===== src/rtl/regfile_pkg.sv =====
// Shared constants, types and helpers for the register-bank sequencer.
package regfile_pkg;

    localparam int XLEN  = 32;
    localparam int NREGS = 32;
    localparam int IDX_W = $clog2(NREGS);

    typedef logic [IDX_W-1:0] reg_idx_t;

    typedef struct packed {
        logic            valid;
        reg_idx_t        rd;
        logic [XLEN-1:0] data;
    } wr_req_t;

    function automatic logic [NREGS-1:0] onehot(input reg_idx_t idx);
        logic [NREGS-1:0] v;
        v      = '0;
        v[idx] = 1'b1;
        return v;
    endfunction

endpackage


===== src/rtl/regfile_arbiter_rr_arbiter2.sv =====
// Two-way round-robin arbiter; on a conflict the requester not granted last wins.
module rr_arbiter2 (
    input  logic       clk,
    input  logic       reset_n,
    input  logic [1:0] req,
    output logic [1:0] gnt
);

    // last_grant: 0 = requester 0 won last, 1 = requester 1 won last
    logic last_grant;

    always_comb begin
        gnt = 2'b00;
        case (req)
            2'b01:   gnt = 2'b01;
            2'b10:   gnt = 2'b10;
            2'b11:   gnt = last_grant ? 2'b01 : 2'b10;
            default: gnt = 2'b00;
        endcase
    end

    always_ff @(posedge clk or negedge reset_n) begin
        if (!reset_n) begin
            last_grant <= 1'b1;
        end else if (gnt[0]) begin
            last_grant <= 1'b0;
        end else if (gnt[1]) begin
            last_grant <= 1'b1;
        end
    end

endmodule


===== src/rtl/regfile_arbiter.sv =====
// Write-back arbitration, busy scoreboard and hazard-gated read enables for
// a bank of register instances on shared tri-state A/B buses.
module regfile_arbiter
    import regfile_pkg::*;
(
    input  logic             clk,
    input  logic             reset_n,
    input  logic             rsv_valid,
    input  reg_idx_t         rsv_rd,
    output logic             rsv_ready,
    input  logic             wr0_valid,
    input  reg_idx_t         wr0_rd,
    input  logic [XLEN-1:0]  wr0_data,
    output logic             wr0_ready,
    input  logic             wr1_valid,
    input  reg_idx_t         wr1_rd,
    input  logic [XLEN-1:0]  wr1_data,
    output logic             wr1_ready,
    input  logic             rd_valid,
    input  reg_idx_t         rd_rs1,
    input  reg_idx_t         rd_rs2,
    output logic             rd_ready,
    output logic [NREGS-1:0] enable_a,
    output logic [NREGS-1:0] enable_b,
    output logic [NREGS-1:0] store,
    output logic [XLEN-1:0]  store_data,
    output logic [NREGS-1:0] busy
);

    wr_req_t          wr0_req;
    wr_req_t          wr1_req;
    wr_req_t          win;
    logic [1:0]       req;
    logic [1:0]       gnt;
    logic             grant_any;
    logic             grant_live;
    logic             pend_valid;
    reg_idx_t         pend_rd;
    logic             rsv_accept;
    logic [NREGS-1:0] busy_set;
    logic [NREGS-1:0] busy_clr;
    logic             haz_rs1;
    logic             haz_rs2;

    assign wr0_req = '{valid: wr0_valid, rd: wr0_rd, data: wr0_data};
    assign wr1_req = '{valid: wr1_valid, rd: wr1_rd, data: wr1_data};

    // Readies must stay low while reset is held, so requests are masked here.
    assign req = {wr1_req.valid, wr0_req.valid} & {2{reset_n}};

    rr_arbiter2 u_arb (
        .clk     (clk),
        .reset_n (reset_n),
        .req     (req),
        .gnt     (gnt)
    );

    assign win        = gnt[1] ? wr1_req : wr0_req;
    assign grant_any  = win.valid && (gnt != 2'b00);
    assign grant_live = grant_any && (win.rd != '0);
    assign wr0_ready  = gnt[0];
    assign wr1_ready  = gnt[1];

    // ---- grant cycle -> issue cycle: one registered store pulse ----
    always_ff @(posedge clk or negedge reset_n) begin
        if (!reset_n) begin
            store      <= '0;
            store_data <= '0;
            pend_valid <= 1'b0;
            pend_rd    <= '0;
        end else begin
            store      <= grant_live ? onehot(win.rd) : '0;
            pend_valid <= grant_live;
            if (grant_live) begin
                pend_rd <= win.rd;
            end
            if (grant_any) begin
                store_data <= win.data;
            end
        end
    end

    // Checked against pre-edge busy, so a same-cycle grant cannot free the slot.
    assign rsv_accept = reset_n && rsv_valid && !busy[rsv_rd] &&
                        !(pend_valid && (pend_rd == rsv_rd));
    assign rsv_ready  = rsv_accept;

    assign busy_clr = grant_live ? onehot(win.rd) : '0;
    assign busy_set = (rsv_accept && (rsv_rd != '0)) ? onehot(rsv_rd) : '0;

    // A new reservation outranks a clear from an older write to the same index.
    always_ff @(posedge clk or negedge reset_n) begin
        if (!reset_n) begin
            busy <= '0;
        end else begin
            busy <= (busy & ~busy_clr) | busy_set;
        end
    end

    assign haz_rs1 = (rd_rs1 != '0) &&
                     (busy[rd_rs1] ||
                      (pend_valid && (pend_rd == rd_rs1)) ||
                      (grant_live && (win.rd == rd_rs1)));
    assign haz_rs2 = (rd_rs2 != '0) &&
                     (busy[rd_rs2] ||
                      (pend_valid && (pend_rd == rd_rs2)) ||
                      (grant_live && (win.rd == rd_rs2)));

    assign rd_ready = reset_n && rd_valid && !haz_rs1 && !haz_rs2;
    assign enable_a = rd_ready ? onehot(rd_rs1) : '0;
    assign enable_b = rd_ready ? onehot(rd_rs2) : '0;

endmodule


===== config.mk =====
export PLATFORM = sky130hd
export DESIGN_NAME = regfile_arbiter
export DESIGN_NICKNAME = d
export VERILOG_FILES = /design/src/rtl/regfile_pkg.sv /design/src/rtl/regfile_arbiter_rr_arbiter2.sv /design/src/rtl/regfile_arbiter.sv
export SDC_FILE = /design/constraint.sdc
export NUM_CORES = 1
export LEC_CHECK = 0
export ABC_AREA = 1
export CAP_MARGIN = 20
export CORE_ASPECT_RATIO = 1.75
export CORE_MARGIN = 8
export CORE_UTILIZATION = 35
export CTS_CLUSTER_DIAMETER = 200
export DETAILED_ROUTE_END_ITERATION = 8
export PLACE_DENSITY_LB_ADDON = 0.05
export SYNTH_ARGS = -nofsm -noshare
export SYNTH_HDL_FRONTEND = slang
export SYNTH_SLANG_ARGS = --single-unit

===== constraint.sdc =====
create_clock -name clk -period 4.13 [get_ports clk]
set_input_delay 1.0325 -clock clk [delete_from_list [all_inputs] [get_ports clk]]
set_output_delay 1.0325 -clock clk [all_outputs]
set_load 0.01 [all_outputs]

==> results of run 1 <==
[final cells by class]
| type | instances | area [um2] |
|---|---|---|
| clock buffer | 9 | 225 |
| clock inverter | 7 | 83.8 |
| fill | 1708 | 6960 |
| inverter | 69 | 262 |
| multi-input combinational | 705 | 3490 |
| sequential | 103 | 2580 |
| tap | 231 | 289 |
| timing repair buffer | 392 | 3490 |
[synth_stat cells]
cell type	number	share of area
o21ai_4	1	0.0026
a21oi_1	2	0.0016
nand3_1	68	0.055
dfrtp_1	102	0.41
nor2_4	1	0.0018
nand4_1	7	0.0071
clkbuf_1	24	0.015
clkinv_1	2	0.0012
nor2_2	1	0.0010
o221ai_1	1	0.0014
buf_4	2	0.0024
clkbuf_2	1	0.00081
a22oi_1	23	0.028
buf_2	5	0.0040
inv_2	1	0.00061
conb_1	1	0.00061
nor2_1	182	0.11
buf_1	3	0.0018
nand2_2	6	0.0061
inv_1	66	0.040
dfstp_2	1	0.0043
nand3_4	2	0.0057
nand2_1	246	0.15
buf_6	6	0.011
o22ai_1	5	0.0051
nor3_1	29	0.023
o21ai_0	127	0.10
xor2_1	3	0.0043
[worst reg2reg max path, stage by stage, from the launching register on]
cell	delay [ps]
dfstp_2	520
inv_1	70
o21ai_4	270
nand2_2	100
nand2_2	100
buf_6	100
buf_4	90
buf_4	100
nand3_1	530
o21ai_0	420
nand2_1	80
[stage by stage]
stage          TNS (ps)  instance area [um2]  total power (uW)  std cells   util
4_1_cts            -566                10200              3320       1512  0.587
5_1_grt            -386                10400              3510       1516  0.599
2_1_floorplan         0                 6180              1700        918      -
3_3_place_gp     -41970                 9710              2350       1475  0.559
3_5_place_dp     -42200                 9710              2360       1475  0.559
6_report              0                10400              3330       1516  0.599
[routing by layer]
| layer | share of wire | wire length (um) | GRT usage | vias up |
|---|---|---|---|---|
| met5 | 0 | 0 | 0 | - |
| met4 | 0.043 | 1180 | 0.132 | 0 |
| met3 | 0.079 | 2190 | 0.0554 | 65 |
| met2 | 0.53 | 14700 | 0.460 | 285 |
| met1 | 0.35 | 9590 | 0.250 | 3611 |
| li1 | - | - | - | 3692 |
[power by group through the flow]
stage          registers (uW)  logic [uW]  clock network [uW]
6_report                 1300        1170                 862
5_1_grt                  1310        1270                 922
3_5_place_dp             1310        1050                   0
2_1_floorplan            1310         393                   0
4_1_cts                  1290        1150                 885
3_3_place_gp             1310        1050                   0
[registers in the layout (all words and copies together), names as in the netlist]
register / flops
u_arb.last_grant: 1
busy: 32
store_data: 32
store: 32
pend_valid: 1
pend_rd: 5
[worst paths after layout]
| check | start | end | slack, ps | cells past startpoint |
|---|---|---|---|---|
| setup / recovery | wr0_rd[3] | enable_b[30] | 90 | 15 |
| hold reg to reg | store_data[13]$_DFFE_PN0P_ | store_data[13]$_DFFE_PN0P_ | 490 | 2 |
| hold / removal | store_data[13]$_DFFE_PN0P_ | store_data[13]$_DFFE_PN0P_ | 490 | 2 |
| setup reg to reg | u_arb.last_grant$_DFFE_PN1N_ | busy[9]$_DFF_PN0_ | 1650 | 10 |
| min in group asynchronous | reset_n | store_data[1]$_DFFE_PN0P_ | 780 | 2 |
| max in group asynchronous | reset_n | store[17]$_DFF_PN0_ | 2130 | 3 |
[kinds of logic (layout without fill, tap and decap cells)]
kind of cell	after synthesis	after routing
AOI/OAI and AO/OA	159	159
xor gates and xnor gates	3	3
buffers and inverters	110	477
DFF	103	103
other	1	1
and+or+nand+nor	542	542
[timing repair]
item / in CTS / in global routing
gates resized for setup: 327 / 110
pin swaps: 12 / 32
buffers inserted: 15 / 8
endpoints found under the setup margin: 66 / 65
gates cloned: 6 / 0
==> impl_metrics.env, run 1 <==
export IMPL_crit_type="primary input to primary output"
export IMPL_post_route_period_util=0.978
export IMPL_start_kind="primary input"
export IMPL_cellInternalPower_uw=2150
export IMPL_finalSetupViolations=0
export IMPL_cts_tree="yes"
export IMPL_worst_setup_path_end_kind="primary output"
export IMPL_place_congestion=0.955
export IMPL_yosys_warnings=0
export IMPL_clock_skew_ps=6.77
export IMPL_ys_ff_latch=103
export IMPL_swShare=0.355
export IMPL_final_common_cell="nand2_1"
export IMPL_synthToLayoutAreaGrowth_pct=68.5
export IMPL_synth_fa_ha_area_frac=0
export IMPL_p_leak_uw=0.00485
export IMPL_synth_cell_types=28
export IMPL_cap_violations=0
export IMPL_layout_setup_ws_ps=90.1
export IMPL_detailed_place_hpwl_mm=21.0
export IMPL_pwr_share_seq=0.390
export IMPL_drt_initial_drc_count=447
export IMPL_port_buffers=258
export IMPL_hp_class="register to register"
export IMPL_rsz0062_at_grt="yes"
export IMPL_wl_per_cell_um=18.3
export IMPL_power_frac_comb=0.351
export IMPL_holdWs_ps=485
export IMPL_grt_pass1_wl_mm=42.7
export IMPL_outcome="finished, final reports clean"
export IMPL_worstMarginPinSlew_ps=895
export IMPL_worst_path_max_fanout=7
export IMPL_num_vias=7653
export IMPL_post_place_ws_ps=-690
export IMPL_final_nets=1375
export IMPL_ir_worst_vdd_mv=0.254
export IMPL_diodes=0
export IMPL_clockBufferDepth=2
export IMPL_cts_hold_fix_buffers=0
export IMPL_power_density_nw_per_um2=320
export IMPL_core_area_um2=17400
export IMPL_ios=259
export IMPL_p_switching_uw=1180
export IMPL_cp_num_buf_inv=6
export IMPL_ant_nets=0
export IMPL_period_minus_slack_ps=4040
export IMPL_synth_xor_area_share=0.00425
export IMPL_cp_required_ps=3100
export IMPL_initial_core_util=0.356
export IMPL_synthCells=918
export IMPL_crit_arrival_ps=3010
export IMPL_h_tree_depth=3
export IMPL_syn_area_um2=6180
export IMPL_cp_common_cell="nand2_2"
export IMPL_final_cell_mix="nand2_1 (230), clkdlybuf4s50_1 (174), nor2_1 (143), o21ai_0 (122), buf_4 (111)"
export IMPL_drv_slew=0
export IMPL_synth_compound_area_frac=0.141
export IMPL_design_die_area_um2=22300
export IMPL_grt_usage=0.249
export IMPL_cts_num_sinks=103
export IMPL_wl_mm=27.7
export IMPL_synth_area_per_cell_um2=6.73
export IMPL_drtPass1Iterations=5
export IMPL_crit_chain="clkdlybuf4s50_1 -> inv_1 -> nand2_2 -> nand2_4 -> buf_6 -> xor2_2 -> nor2_2 -> nand3_4 -> nand2_2 -> nand2_2 -> nand3_4 -> buf_6 -> buf_12 -> nor2_1 -> buf_2"
export IMPL_syn_num_nets=1013
export IMPL_path_clk_slew_ps=70
export IMPL_antenna_found_initial=0
export IMPL_path_delay_family="buffers and inverters"
export IMPL_hold_viol=0
export IMPL_yosysSeqAreaShare=0.417
export IMPL_cpMaxStageDelayCell="clkdlybuf4s50_1"
export IMPL_synth_top_family_by_area="simple AND/OR/NAND/NOR gates"
export IMPL_cts_buffers=9
export IMPL_cpPeakStageDelay_ps=460
export IMPL_die_x_um=116
export IMPL_synthMuxAreaShare=0
export IMPL_drcViolationCount=0
export IMPL_max_freq_ghz=0.248
export IMPL_max_slew_margin=0.402
export IMPL_grt_pass1_vias=7962
export IMPL_synth_simple_area_share=0.360
export IMPL_viasPerCell=5.05
export IMPL_clockPowerShare=0.259
export IMPL_rows=64
export IMPL_drive_above_1_share=0.250
export IMPL_die_height_um=192
export IMPL_clk_latency_ps=350
export IMPL_cts_root_buf="clkbuf_16"
export IMPL_grt_max_degree=62
export IMPL_grt_overflow=0
(Power assumes the default switching activity.)
==> inputs of run 2 (changes only) <==
--- a/config.mk
+++ b/config.mk
@@ -12,6 +12,7 @@
 export CORE_UTILIZATION = 35
 export CTS_CLUSTER_DIAMETER = 200
 export DETAILED_ROUTE_END_ITERATION = 8
+export HOLD_SLACK_MARGIN = 0.02
 export PLACE_DENSITY_LB_ADDON = 0.05
 export SYNTH_ARGS = -nofsm -noshare
 export SYNTH_HDL_FRONTEND = slang
==> constraint.sdc (replaced) <==
create_clock -name clk -period 4.9 [get_ports clk]
set_input_delay 1.225 -clock clk [delete_from_list [all_inputs] [get_ports clk]]
set_output_delay 1.225 -clock clk [all_outputs]
set_load 0.01 [all_outputs]
==> impl_metrics.env, run 2 (same netlist as run 1, synthesis figures left out) <==
export IMPL_diodes=0
export IMPL_setup_tns_ps=0
export IMPL_worst_path_max_fanout=26
export IMPL_post_route_period_util=0.985
export IMPL_p_leak_uw=0.00463
export IMPL_hp_class="register to register"
export IMPL_max_slew_margin=0.402
export IMPL_period_minus_slack_ps=4830
export IMPL_grt_overflow=0
export IMPL_drt_initial_drc_count=497
export IMPL_rr_worst_depth=11
export IMPL_grt_pass1_wl_mm=40.7
export IMPL_core_area_um2=17400
export IMPL_cts_root_buf="clkbuf_16"
export IMPL_drcViolationCount=0
export IMPL_ant_nets=0
export IMPL_clock_skew_ps=8.38
export IMPL_largestRegisters="busy x32, store x32, store_data x32"
export IMPL_cpMaxStageDelayCell="clkdlybuf4s50_1"
export IMPL_grt_pass1_vias=7473
export IMPL_dp_cells=1451
export IMPL_cp_common_cell="nand2_1"
export IMPL_wl_mm=26.4
export IMPL_detailed_place_hpwl_mm=20.8
export IMPL_placed_cell_area_um2=9530
export IMPL_die_height_um=192
export IMPL_path_clk_slew_ps=70
export IMPL_crit_arrival_ps=3600
export IMPL_final_nets=1327
export IMPL_final_cell_mix="nand2_1 (244), clkdlybuf4s50_1 (188), nor2_1 (181), o21ai_0 (126), dfrtp_1 (102)"
export IMPL_drtPass1Iterations=5
export IMPL_stdcell_count=1468
export IMPL_drv_slew=0
export IMPL_cts_tree="yes"
export IMPL_holdWs_ps=485
export IMPL_outcome="finished, final reports clean"
export IMPL_port_buffers=258
export IMPL_final_common_cell="nand2_1"
export IMPL_finalSetupViolations=0
export IMPL_power_density_nw_per_um2=278
export IMPL_design_die_area_um2=22300
export IMPL_grt_max_degree=60
export IMPL_viasPerCell=5.04
export IMPL_postCtsSetupBuffers=0
export IMPL_wl_per_cell_um=18.0
export IMPL_place_congestion=0.981
export IMPL_crit_chain="clkdlybuf4s50_1 -> nand2_2 -> o21ai_4 -> nand2_1 -> nand2_2 -> nand3_4 -> nor2_2 -> nor2_4 -> nand3_2 -> nand2_1 -> nand2_1 -> nand3_4 -> buf_12 -> nor2_1 -> dlygate4sd2_1"
export IMPL_worst_setup_path_end_kind="primary output"
export IMPL_hold_path_depth=2
export IMPL_worstMarginPinSlew_ps=895
export IMPL_crit_cells=15
export IMPL_cts_buffers=9
export IMPL_num_vias=7396
export IMPL_grt_usage=0.237
export IMPL_fin_area_um2=9740
export IMPL_crit_type="primary input to primary output"
export IMPL_clockBufferDepth=2
export IMPL_hold_viol=0
export IMPL_cp_num_buf_inv=3
export IMPL_clk_latency_ps=340
export IMPL_ir_worst_vdd_mv=0.285
export IMPL_cap_violations=0
export IMPL_max_freq_ghz=0.207
export IMPL_start_kind="primary input"
export IMPL_rows=64
export IMPL_drive_above_1_share=0.114
export IMPL_initial_core_util=0.356
export IMPL_synthToLayoutAreaGrowth_pct=57.5
export IMPL_h_tree_depth=3
export IMPL_rsz0062_at_grt="yes"
export IMPL_antenna_found_initial=0
export IMPL_ios=259
export IMPL_path_delay_family="simple AND/OR/NAND/NOR gates"
export IMPL_cts_hold_fix_buffers=0
export IMPL_cp_required_ps=3670
export IMPL_die_x_um=116
export IMPL_cpPeakStageDelay_ps=470
export IMPL_cts_num_sinks=103
-- run 2: cell count changes in the layout (fill, tap and decap cells not counted), moves of 16 or more --
| cell | delta |
|---|---|
| nor2_1 | +38 |
| dlygate4sd2_1 | +37 |
| buf_4 | -29 |
| buf_2 | -57 |
| nor2_2 | -25 |
| buf_6 | -16 |
-- run 2: stage by stage --
step / power, uW / utilization / worst slack (ps)
after detailed placement: 1970 / 0.548 / -329
after global routing: 2850 / 0.560 / -53.5
after global placement: 1970 / 0.548 / -305
final: 2710 / 0.560 / 71.7
after CTS: 2730 / 0.564 / 10.4
after floorplan: 1440 / - / 879
-- run 2: layout make-up --
class,instances,area [um2]
inverter,69,259
timing repair buffer,344,3140
sequential,103,2580
clock buffer,9,225
fill,1795,7640
multi-input combinational,705,3150
clock inverter,7,86.3
tap,231,289
-- run 2: repair_timing --
action | CTS | global route
cloned | 1 | 0
resized for setup | 69 | 49
endpoints found under the setup margin | 65 | 64
pin swaps | 1 | 3
-- run 2: path summary, 6_finish.rpt --
check	startpoint	to	slack (ps)
max	wr0_valid	enable_b[8]	70
max reg2reg	u_arb.last_grant$_DFFE_PN1N_	busy[27]$_DFF_PN0_	2400
min	store_data[13]$_DFFE_PN0P_	store_data[13]$_DFFE_PN0P_	480
min reg2reg	store_data[13]$_DFFE_PN0P_	store_data[13]$_DFFE_PN0P_	480
max in group asynchronous	reset_n	busy[13]$_DFF_PN0_	2680
min in group asynchronous	reset_n	store_data[1]$_DFFE_PN0P_	1030
-- run 2: per-layer routing --
layer / wire length, um / up-vias / GRT usage
met2: 13800 / 292 / 0.430
met1: 9270 / 3440 / 0.244
met4: 1160 / 0 / 0.121
met3: 2120 / 58 / 0.0560
met5: 0 / - / 0
li1: - / 3606 / -
-- run 2: power by group --
part	total, uW	internal, uW	leakage [uW]	switching [uW]
combinational	869	420	0.00315	448
clock	748	407	0.000150	341
sequential	1090	958	0.00133	132
total	2710	1790	0.00463	921
-- run 2: tightest hold or removal path, stage by stage, from the launching register on --
cell	delay [ps]
dfrtp_1	350
nand2_1	50
o21ai_0	50
==> edit 1, RTL diff (settings of run 1) <==
Set the package constant `XLEN` to 48 (it was 32).
--- a/src/rtl/regfile_pkg.sv
+++ b/src/rtl/regfile_pkg.sv
@@ -3,3 +3,3 @@
 
-    localparam int XLEN  = 32;
+    localparam int XLEN  = 48;
     localparam int NREGS = 32;
Interface: changed (resized store_data, wr0_data and wr1_data); port bits go from 259 to 307. The function was not compared with the original's and may differ.
==> edit 1 against run 1 <==
Worst setup slack gained 0.020 ns; synthesized cell count rose by 6.4%; register-to-register slack improved by 0.13 ns; final cell count rose by 9.2%; die area rose by 10%; final area up 14%; wire length grew 15%; sequential cell count increased by 16; power increased by 33%; area after synthesis increased by 12%; largest power group is now the clock network.
==> edit 1: results (changes against run 1) <==
* Worst-case setup slack after placement at -0.7283 ns (was -0.6896 ns)
* CP Data Arrival Time at 2.99 ns (was 3.01 ns)
* Fraction of met2 tracks used by global routing at 0.4597 (was 0.4604)
* Total global routing track utilization at 0.2569 (was 0.2490)
* Number of DRC markers in iteration 0 at 524 (was 447)
* Switching Share at 0.3301 (was 0.3551)
* TritonCTS buffer count at 17 (was 9)
* Synthesized-area fraction occupied by xor and xnor cells at 0 (was 0.004250)
* Leading cell types by count after synthesis: 256 x sky130_fd_sc_hd__nand2_1, 148 x sky130_fd_sc_hd__o21ai_0, 144 x sky130_fd_sc_hd__nor2_1 (was 246 x sky130_fd_sc_hd__nand2_1, 182 x sky130_fd_sc_hd__nor2_1, 127 x sky130_fd_sc_hd__o21ai_0)
* Final estimated routing congestion in global placement at 0.9038 (was 0.9549)
* Routed length per instance at 19.16 um (was 18.25 um)
* Biggest registers after layout: store_data: 48 flops, busy: 32 flops, store: 32 flops (was busy: 32 flops, store: 32 flops, store_data: 32 flops)
* Clk_lat worst skew at 0.42 ns (was 0.35 ns)
* Leakage dissipation at 5.415 nW (was 4.852 nW)
* Sequential element share of the synthesized area at 0.4319 (was 0.4171)
* Maximum number of pins on one net before global-route repair at 66 (was 62)
* Vias per inst at 5.121 (was 5.048)
* Relative slew slack at 0.4594 (was 0.4020)
* Placement Cell Area at 11000 um2 (was 9711 um2)
* Number of fill cells in the layout at 1845 (was 1708)
* Outcome: completed (unchanged)
* Fraction of the core area covered by cells at the end of the flow at 0.6087 (was 0.5994)
* Beginning of the worst hold path: store_data[3] (was store_data[13])
* Routing usage on met3 at 0.07466 (was 0.05542)
* Leading post-synthesis cells by cell area: sky130_fd_sc_hd__dfrtp_1 43%, sky130_fd_sc_hd__nand2_1 14%, sky130_fd_sc_hd__o21ai_0 11%, sky130_fd_sc_hd__nor2_1 7.8%, sky130_fd_sc_hd__nand3_1 3.7% (was sky130_fd_sc_hd__dfrtp_1 41%, sky130_fd_sc_hd__nand2_1 15%, sky130_fd_sc_hd__nor2_1 11%, sky130_fd_sc_hd__o21ai_0 10%, sky130_fd_sc_hd__nand3_1 5.5%)
* Non-filler instance count after layout at 1656 (was 1516)
edit 1: changes by cell type after synthesis, sizes merged, moves of 3 or more:
| cell | delta |
|---|---|
| o21ai | +26 |
| nand4 | +22 |
| nand3 | -17 |
| dfrtp | +16 |
| nand2 | +12 |
| o22ai | +9 |
| a21oi | +7 |
| a22oi | -7 |
| buf | +5 |
| clkbuf | +4 |
| inv | -4 |
| nor2 | -4 |
| nor3 | -4 |
| xor2 | -3 |
edit 1: cell type report:
type | count | area, um2 | share of cell area
sequential | 119 | 2979 | 0.2501
tap | 245 | 306.5 | 0.02574
clock buffer | 19 | 442.9 | 0.03718
timing repair buffer | 451 | 4109 | 0.3450
clock inverter | 13 | 170.2 | 0.01429
multi-input combinational | 746 | 3667 | 0.3079
inverter | 63 | 236.5 | 0.01985
edit 1: final timing paths:
kind / to / depth (start not counted)
max: enable_b[28] / 15
min: store_data[3] / 2
max reg2reg: busy[20] / 9
min reg2reg: store_data[3] / 2
max in group asynchronous: busy[18] / 4
min in group asynchronous: busy[2] / 2
==> edit 2, RTL diff (flow settings as in run 1) <==
Made on the original files. Reset style: synchronous (`reset_n`), changed in 3 clocked blocks.
--- a/src/rtl/regfile_arbiter_rr_arbiter2.sv
+++ b/src/rtl/regfile_arbiter_rr_arbiter2.sv
@@ -21,3 +21,3 @@
 
-    always_ff @(posedge clk or negedge reset_n) begin
+    always_ff @(posedge clk) begin
         if (!reset_n) begin
--- a/src/rtl/regfile_arbiter.sv
+++ b/src/rtl/regfile_arbiter.sv
@@ -64,3 +64,3 @@
     // ---- grant cycle -> issue cycle: one registered store pulse ----
-    always_ff @(posedge clk or negedge reset_n) begin
+    always_ff @(posedge clk) begin
         if (!reset_n) begin
@@ -91,3 +91,3 @@
     // A new reservation outranks a clear from an older write to the same index.
-    always_ff @(posedge clk or negedge reset_n) begin
+    always_ff @(posedge clk) begin
         if (!reset_n) begin
Formal check against the unedited RTL: differs if reset_n is asserted again (counterexample within 4 cycles, from zero or initial values and one cycle with reset_n low); with reset_n held inactive, the same outputs for 4 cycles.
==> edit 2 against run 1 <==
Count of clock-buffer cells in the layout did not move; area after synthesis fell by 6.0%; wire length fell by 2.9%; combinational power fell by 44%; hold slack got worse by 0.017 ns; power fell by 21%; final area fell by 7.3%; worst setup slack got worse by 0.019 ns; sequential cell count did not move; final cell count fell by 0.66%; via count rose by 0.81%; largest power group unchanged; highest routed layer unchanged.
==> edit 2: results (changes against run 1) <==
* Outcome: completed (unchanged)
* Fraction of synthesis flops using an asynchronous set or reset pin at 0 (was 1.000)
* Total global routing track utilization at 0.2524 (was 0.2490)
* Post-Synthesis Net Count at 1035 (was 1013)
* Leading cell types by count after synthesis: 212 x sky130_fd_sc_hd__nand2_1, 185 x sky130_fd_sc_hd__nor2_1, 105 x sky130_fd_sc_hd__o21ai_0 (was 246 x sky130_fd_sc_hd__nand2_1, 182 x sky130_fd_sc_hd__nor2_1, 127 x sky130_fd_sc_hd__o21ai_0)
* Average cell area after synthesis at 6.181 um2 (was 6.734 um2)
* Critical R2R Launch: u_arb.last_grant (unchanged)
* Compound-Gate Fraction of Synth Area at 0.1669 (was 0.1415)
* Reg-to-reg slack, setup at 1.89 ns (was 1.65 ns)
* Routed length per instance at 17.84 um (was 18.25 um)
* Fraction of final layout cells sized beyond drive strength 1 at 0.2153 (was 0.2498)
* Synthesized-area fraction occupied by xor and xnor cells at 0 (was 0.004250)
* Met1 demand-to-capacity share in global routing at 0.2417 (was 0.2502)
* Routing usage on met3 at 0.06822 (was 0.05542)
* Non-filler instance count after layout at 1506 (was 1516)
* DP Wirelength at 20.58 mm (was 21.02 mm)
* Setup skew after layout at 0.01085 ns (was 0.006765 ns)
* Number of DRC markers in iteration 0 at 543 (was 447)
* Fraction of met2 tracks used by global routing at 0.4627 (was 0.4604)
* Depth of the most critical reg-to-reg path at 11 (was 10)
* CP Data Arrival Time at 3.03 ns (was 3.01 ns)
* Placement Cell Area at 9198 um2 (was 9711 um2)
* Vias in the first global route at 7829 (was 7962)
* Total vias in the final route at 7715 (was 7653)
* Router iterations before antenna repair at 7 (was 5)
* Leading post-synthesis cells by cell area: sky130_fd_sc_hd__dfxtp_1 35%, sky130_fd_sc_hd__nand2_1 14%, sky130_fd_sc_hd__nor2_1 12%, sky130_fd_sc_hd__o21ai_0 9.0%, sky130_fd_sc_hd__nand3_1 8.4% (was sky130_fd_sc_hd__dfrtp_1 41%, sky130_fd_sc_hd__nand2_1 15%, sky130_fd_sc_hd__nor2_1 11%, sky130_fd_sc_hd__o21ai_0 10%, sky130_fd_sc_hd__nand3_1 5.5%)
* First-pass GRT wire length at 42.28 mm (was 42.70 mm)
* NumNets Final at 1372 (was 1375)
* Slew @ Worst Pin at 1.076 ns (was 0.8948 ns)
* Critical Path Sink: enable_b[18] (was enable_b[30])
* Sequential element share of the synthesized area at 0.3549 (was 0.4171)
* Post-layout worst setup margin at 0.07142 ns (was 0.09009 ns)
* Number of fill cells in the layout at 1621 (was 1708)
* Beginning of the critical path: rd_rs1[0] (was wr0_rd[3])
* IR Drop Worst-Case VDD at 299.7 uV (was 253.7 uV)
==> edit 2: cell count changes in the layout (fill, tap and decap cells not counted), sizes merged, moves of 4 or more <==
cell / run 1 / this run
nand4: 7 / 11
nand2: 252 / 219
clkdlybuf4s50: 174 / 178
o21ai: 128 / 106
dfrtp: 102 / 0
nand3: 70 / 100
dfxtp: 0 / 103
inv: 71 / 66
a21oi: 2 / 39
buf: 196 / 179
==> edit 2: power by group <==
part	switching, mW	internal, mW	leakage [nW]
clock	0.405	0.483	0.153
combinational	0.350	0.305	3.09
sequential	0.0307	1.04	0.844
total	0.786	1.83	4.09
==> edit 2: cells by family (layout without fill, tap and decap cells) <==
family,count (synthesis),after routing
other cells,1,1
simple gates,546,546
flops,103,103
buf+inv,112,454
compound gates,178,178
==> edit 2: routing by layer <==
layer  wire (um)  vias up
met2       14050      346
met1        9337     3510
li1            -     3768
met3        1977       91
met5           0        -
met4        1506        0
==> edit 2: cell type report <==
cell class / count / area (um2) / share of cell area
multi-input combinational: 725 / 3510 / 0.3636
timing repair buffer: 373 / 3233 / 0.3349
sequential: 103 / 2062 / 0.2136
tap: 224 / 280.3 / 0.02903
inverter: 65 / 252.7 / 0.02618
clock buffer: 9 / 225.2 / 0.02333
clock inverter: 7 / 90.09 / 0.009332
==> edit 2: repair_timing <==
action | CTS | global route
resized for setup | 331 | 56
cloned | 2 | 1
pin swaps | 19 | 18
endpoints found under the setup margin | 66 | 65
buffers inserted | 11 | 5
==> edit 2: worst min-delay path by stage <==
stage | from | to | slack (ns) | depth (start not counted)
after floorplan | store_data[29] | store_data[29] | 0.49 | 2
after global placement | store_data[29] | store_data[29] | 0.45 | 2
after detailed placement | store_data[30] | store_data[30] | 0.46 | 2
after CTS | store_data[30] | store_data[30] | 0.47 | 2
after global routing | store_data[29] | store_data[29] | 0.49 | 2
final | store_data[29] | store_data[29] | 0.47 | 2
==> edit 2: critical path: stages <==
cell,delay [ns]
sky130_fd_sc_hd__dlygate4sd2_1,0.24
sky130_fd_sc_hd__buf_6,0.15
sky130_fd_sc_hd__inv_6,0.07
sky130_fd_sc_hd__nor2_4,0.04
sky130_fd_sc_hd__buf_6,0.12
sky130_fd_sc_hd__buf_6,0.11
sky130_fd_sc_hd__a22oi_2,0.14
sky130_fd_sc_hd__nand2_1,0.08
sky130_fd_sc_hd__nand2_1,0.06
sky130_fd_sc_hd__nand3_1,0.07
sky130_fd_sc_hd__nor2_1,0.10
sky130_fd_sc_hd__nand2_1,0.07
sky130_fd_sc_hd__nand2_2,0.09
sky130_fd_sc_hd__nand3_4,0.13
sky130_fd_sc_hd__buf_6,0.17
sky130_fd_sc_hd__clkbuf_16,0.16
sky130_fd_sc_hd__nor2_2,0.07
sky130_fd_sc_hd__buf_2,0.13
